$ cat config.mk
export PLATFORM = sky130hd
export DESIGN_NAME = fpquot_seq
export DESIGN_NICKNAME = d
export VERILOG_FILES = /design/src/rtl/fpquot_seq_pkg.sv /design/src/rtl/fpquot_seq_qmult.sv /design/src/rtl/fpquot_seq.sv
export SDC_FILE = /design/constraint.sdc
export NUM_CORES = 2
export LEC_CHECK = 0
export CAP_MARGIN = 25
export CORE_UTILIZATION = 45
export DETAILED_ROUTE_END_ITERATION = 12
export PLACE_DENSITY = 0.65
export SYNTH_ARGS = -nofsm -noshare
export SYNTH_HDL_FRONTEND = slang
export SYNTH_SLANG_ARGS = --single-unit
$ cat constraint.sdc
create_clock -name clk -period 6.96 [get_ports clk]
set_input_delay 1.392 -clock clk [delete_from_list [all_inputs] [get_ports clk]]
set_output_delay 1.392 -clock clk [all_outputs]
set_load 0.05 [all_outputs]
$ cat src/rtl/fpquot_seq_pkg.sv
// Shared definitions for the sequential sign-magnitude fixed-point quotient unit.
// Holds the state encoding, the Q16.16 constants and the default reciprocal-unit timeout.
package fpquot_seq_pkg;

  typedef enum logic [2:0] {
    IDLE  = 3'd0,
    ISSUE = 3'd1,
    WAIT  = 3'd2,
    MUL   = 3'd3,
    FIN   = 3'd4
  } state_t;

  localparam logic [31:0] ONE = 32'h0001_0000;
  localparam logic [31:0] SAT = 32'h7FFF_FFFF;

  localparam int DEF_TIMEOUT = 255;

endpackage

$ cat src/rtl/fpquot_seq_qmult.sv
// Sign-magnitude fixed-point multiplier: sign is the XOR of the operand signs,
// magnitude is the Q-scaled middle slice of the full product (truncated).
module qmult #(
  parameter int Q = 16,
  parameter int N = 32
) (
  input  logic [N-1:0] a,
  input  logic [N-1:0] b,
  output logic [N-1:0] y
);

  logic [2*N-3:0] full;
  logic           unused_bits;

  assign full = a[N-2:0] * b[N-2:0];
  assign y    = {a[N-1] ^ b[N-1], full[N-2+Q:Q]};

  // Fraction bits below Q and overflow bits above the kept window are dropped.
  assign unused_bits = ^{full[Q-1:0], full[2*N-3:N-1+Q]};

endmodule

$ cat src/rtl/fpquot_seq.sv
// Sequential quotient num/den: requests 1/den from an external reciprocal unit,
// then multiplies num by the returned reciprocal. Flags divide-by-zero and timeout.
module fpquot_seq
  import fpquot_seq_pkg::*;
#(
  parameter int N       = 32,
  parameter int Q       = 16,
  parameter int TIMEOUT = DEF_TIMEOUT
) (
  input  logic         clk,
  input  logic         rst,
  input  logic         start,
  input  logic [N-1:0] num,
  input  logic [N-1:0] den,
  output logic         busy,
  output logic         done,
  output logic [N-1:0] quot,
  output logic         dz,
  output logic         err,
  output logic         div_start,
  output logic [N-1:0] div_in,
  input  logic [N-1:0] div_ans,
  input  logic         div_done
);

  localparam int CW = $clog2(TIMEOUT + 1);
  localparam logic [CW-1:0] CNT_MAX = CW'(TIMEOUT);

  state_t         state_reg;
  logic [N-1:0]   num_reg;
  logic [N-1:0]   den_reg;
  logic [N-1:0]   recip_reg;
  logic [N-1:0]   quot_reg;
  logic [CW-1:0]  cnt_reg;
  logic           busy_reg;
  logic           done_reg;
  logic           dz_reg;
  logic           err_reg;
  logic           div_start_reg;
  logic [N-1:0]   prod;

  qmult #(.Q(Q), .N(N)) u_qmult (
    .a (num_reg),
    .b (recip_reg),
    .y (prod)
  );

  always_ff @(posedge clk or negedge rst) begin
    if (!rst) begin
      state_reg     <= IDLE;
      num_reg       <= '0;
      den_reg       <= '0;
      recip_reg     <= '0;
      quot_reg      <= '0;
      cnt_reg       <= '0;
      busy_reg      <= 1'b0;
      done_reg      <= 1'b0;
      dz_reg        <= 1'b0;
      err_reg       <= 1'b0;
      div_start_reg <= 1'b0;
    end else begin
      done_reg      <= 1'b0;
      div_start_reg <= 1'b0;
      case (state_reg)
        IDLE: begin
          if (start) begin
            num_reg  <= num;
            den_reg  <= den;
            dz_reg   <= 1'b0;
            err_reg  <= 1'b0;
            busy_reg <= 1'b1;
            // A zero magnitude skips the reciprocal unit entirely.
            if (den[N-2:0] == '0) begin
              dz_reg    <= 1'b1;
              state_reg <= MUL;
            end else begin
              div_start_reg <= 1'b1;
              state_reg     <= ISSUE;
            end
          end
        end
        ISSUE: begin
          cnt_reg   <= '0;
          state_reg <= WAIT;
        end
        WAIT: begin
          if (div_done) begin
            recip_reg <= div_ans;
            state_reg <= MUL;
          end else if (cnt_reg == CNT_MAX) begin
            err_reg   <= 1'b1;
            state_reg <= MUL;
          end else begin
            cnt_reg <= cnt_reg + CW'(1);
          end
        end
        MUL: begin
          if (err_reg)
            quot_reg <= '0;
          else if (dz_reg)
            quot_reg <= {num_reg[N-1], {(N-1){1'b1}}};
          else
            quot_reg <= prod;
          done_reg  <= 1'b1;
          state_reg <= FIN;
        end
        FIN: begin
          busy_reg  <= 1'b0;
          state_reg <= IDLE;
        end
        default: begin
          busy_reg  <= 1'b0;
          state_reg <= IDLE;
        end
      endcase
    end
  end

  assign busy      = busy_reg;
  assign done      = done_reg;
  assign quot      = quot_reg;
  assign dz        = dz_reg;
  assign err       = err_reg;
  assign div_start = div_start_reg;
  assign div_in    = den_reg;

endmodule
==> Implementation_results.wiki <==
{| class="wikitable"
! Metric !! Value
|-
| Ratio of cells with drive above 1 in the final layout || 0.155
|-
| Required time at the worst-slack endpoint || 7340 ps
|-
| Most frequent standard cell in the layout excluding fill and tap cells || sky130_fd_sc_hd__fa_1
|-
| Setup repair after global routing missed its margin || true
|-
| Root Driver || sky130_fd_sc_hd__clkbuf_16
|-
| Leading cell types in the layout, fill and taps excluded || sky130_fd_sc_hd__fa_1 (708), sky130_fd_sc_hd__inv_1 (665), sky130_fd_sc_hd__nand2_1 (470)
|-
| Length of the first detailed-routing pass in iterations || 5
|-
| Relative slew slack || 0.332
|-
| Share of the synthesized area in the top cell type || 0.472
|-
| Effective utilization at floorplan || 0.454
|-
| Minimum hold slack || 475 ps
|-
| Proportion of synthesized chip area in sequential cells || 0.116
|-
| Antenna-violating nets left || 0
|-
| FF+latch area || 3630 sq um
|-
| Post-Synthesis Mean Instance Area || 9.71 sq um
|-
| Depth of the worst register-to-register path || 23
|-
| Netlist area before placement || 31,100 sq um
|-
| Start point of the critical path || recip_reg[4]
|-
| PnR worst setup slack || -595 ps
|-
| Routability congestion estimate from global placement || 0.879
|-
| Total CTS buffers || 17
|-
| Synth area leader || sky130_fd_sc_hd__fa_1
|-
| Average wire per cell in the routed design || 19.0 um
|-
| Post-route design area || 37,100 sq um
|-
| Total negative slack || -9440 ps
|-
| TritonCTS clock tree || done
|-
| Crit-path max FO || 8
|-
| Post-Synthesis Cells || 3,209
|-
| Crit path launch type || flop
|-
| Filler cell count in the final layout || 6,030
|-
| Iteration-0 DRC count of the detailed router || 1,458
|-
| Netlist cell types || 48
|-
| Clk_lat worst skew || 500 ps
|-
| Global-route wire length before repair || 138,000 um
|-
| Path category of the worst min-delay check || reg -> reg
|-
| Placed Area || 35,600 sq um
|-
| CTS H-tree depth || 4
|-
| Peak clock frequency supported by timing || 132 MHz
|-
| GRT Total Usage || 0.256
|-
| Sum of routed wire length over all layers || 84,100 um
|-
| # setup viols final || 27
|-
| Area growth, synth to finish || 19.0%
|-
| Total DRC errors in the routed layout || 0
|-
| Largest cells by area after synthesis || sky130_fd_sc_hd__fa_1 (47%), sky130_fd_sc_hd__dfrtp_1 (12%), sky130_fd_sc_hd__and2_1 (8.6%)
|-
| Async set-or-reset flop fraction in the synthesized netlist || 1.00
|-
| Count of max-cap constraint violations || 0
|-
| Height of the die || 265 um
|-
| Predominant post-synthesis flop cell || sky130_fd_sc_hd__dfrtp_1
|-
| Count of final max-slew check failures || 0
|-
| Measured slew at the worst slew-check pin || 999 ps
|-
| Placeable Area || 68,600 sq um
|-
| YS warnings || 0
|-
| Number of ports placed on the die boundary || 169
|-
| Synthesis-stage register bit count || 144
|-
| Largest net degree at the start of global routing || 121
|-
| HPWL after detailed placement || 70,600 um
|-
| Sinks on Clock Net || 144
|-
| Post-synth net total || 4,213
|-
| Origin of the critical flop-to-flop path || recip_reg[4]
|-
| Worst-case register-to-register setup slack || -600 ps
|-
| Buffers added on ports || 168
|-
| Clock Skew || 22.1 ps
|-
| Arrival @ worst endpoint || 7930 ps
|-
| Cell Rows || 96
|-
| Area of combinational cells with multiple inputs || 25,000 sq um
|-
| Longest Clk Path Bufs || 2
|-
| Number of hold buffers added after cts || 0
|-
| Type of element capturing the critical path || flop
|-
| Number of global-route vias before repair || 23,800
|-
| Area enclosed by the die boundary || 70,300 sq um
|-
| Initial antenna violation count || 3
|-
| Clock period minus worst slack || 7560 ps
|-
| Post-synth EDFFs || 0
|-
| Via density per instance || 5.01
|-
| CP Capture Point || quot[30]
|-
| Share of the clock period used by the worst path after layout || 1.09
|-
| Violations in the final reports || negative setup slack
|-
| Hold violation count in the final report || 0
|-
| Critical setup path kind || reg -> reg
|-
| Total overflow reported by the global router || 0
|-
| RR Endpoint || quot[30]
|-
| Nets@finish || 4,482
|-
| Outcome || finished with violations
|-
| Clock transition at the registers of the reported paths || 70 ps
|-
| Total via count after detailed routing || 22,100
|-
| Die Span X || 265 um
|-
| Worst slack, placed || -833 ps
|}
## per-stage QoR
step           std cells  utilization
6_report            4423        0.540
4_1_cts             4411        0.533
3_3_place_gp        4369        0.519
5_1_grt             4423        0.540
3_5_place_dp        4369        0.519
2_1_floorplan       3209            -
## timing repair
item	CTS	global route
setup endpoints to repair	31	31
gates resized for setup	69	96
setup buffers	14	14
pin swaps	43	94
gates cloned	0	0
## metal layers
metal | track usage | routed length (um) | vias up
met4 | 0.0598 | 1710 | 4
li1 | - | - | 9878
met3 | 0.0513 | 6270 | 83
met2 | 0.384 | 37800 | 704
met5 | 0 | 21 | -
met1 | 0.383 | 38300 | 11500
## worst min-delay path by stage
| stage | to | from | cells after the start | slack (ps) |
|---|---|---|---|---|
| floorplan | recip_reg[31] | recip_reg[31] | 1 | 480 |
| global placement | quot[1] | quot[1] | 2 | 460 |
| detailed placement | quot[14] | quot[14] | 2 | 460 |
| CTS | quot[1] | quot[1] | 2 | 480 |
| global route | quot[14] | quot[14] | 2 | 510 |
| finish | quot[1] | quot[1] | 2 | 480 |
## synth_stat cells (16+ instances only)
library cell,n
sky130_fd_sc_hd__a21o_1,16
sky130_fd_sc_hd__inv_1,668
sky130_fd_sc_hd__o21ai_0,16
sky130_fd_sc_hd__ha_1,170
sky130_fd_sc_hd__clkbuf_1,188
sky130_fd_sc_hd__xnor2_1,45
sky130_fd_sc_hd__xor2_1,20
sky130_fd_sc_hd__dfrtp_1,144
sky130_fd_sc_hd__nor2_1,36
sky130_fd_sc_hd__mux2_2,98
sky130_fd_sc_hd__and2_1,426
sky130_fd_sc_hd__nand2_1,475
sky130_fd_sc_hd__fa_1,734
sky130_fd_sc_hd__a21oi_1,58
## worst max-delay path: stages (launching register included)
cell and delay, ps:
sky130_fd_sc_hd__dfrtp_2 510, sky130_fd_sc_hd__buf_12 180, sky130_fd_sc_hd__and2_4 160, sky130_fd_sc_hd__fa_1 540, sky130_fd_sc_hd__fa_1 430, sky130_fd_sc_hd__fa_1 500
sky130_fd_sc_hd__inv_1 50, sky130_fd_sc_hd__fa_1 470, sky130_fd_sc_hd__inv_1 50, sky130_fd_sc_hd__fa_1 450, sky130_fd_sc_hd__fa_1 520, sky130_fd_sc_hd__fa_2 480
sky130_fd_sc_hd__fa_2 630, sky130_fd_sc_hd__ha_4 210, sky130_fd_sc_hd__a21o_1 170, sky130_fd_sc_hd__a311o_1 360, sky130_fd_sc_hd__a221o_1 390, sky130_fd_sc_hd__a32o_2 330
sky130_fd_sc_hd__nor3_4 210, sky130_fd_sc_hd__o31ai_2 110, sky130_fd_sc_hd__a211o_1 310, sky130_fd_sc_hd__a21oi_2 150, sky130_fd_sc_hd__xnor2_1 130, sky130_fd_sc_hd__a21oi_1 90
## layout make-up
type	instances	share of cell area
multi-input combinational	2204	0.675
timing repair buffer	443	0.112
sequential	144	0.0978
inverter	668	0.0677
tap	931	0.0314
clock buffer	18	0.0118
clock inverter	14	0.00385
antenna	1	0.0000675
## cells by family (layout without fill, tap and decap cells)
| logic type | Yosys count | after routing | share of synthesized area |
|---|---|---|---|
| xor gates and xnor gates | 65 | 65 | 0.0183 |
| other | 0 | 1 | 0 |
| DFF | 144 | 144 | 0.116 |
| adders and majority gates | 904 | 904 | 0.540 |
| AOI/OAI and AO/OA | 136 | 136 | 0.0273 |
| buffers and inverters | 861 | 1143 | 0.104 |
| and+or+nand+nor | 1001 | 1001 | 0.159 |
| muxes | 98 | 98 | 0.0354 |
Power is left out: the tool's default activity adds up to more than one toggle a clock period on the data nets, which glitch-free logic cannot reach.
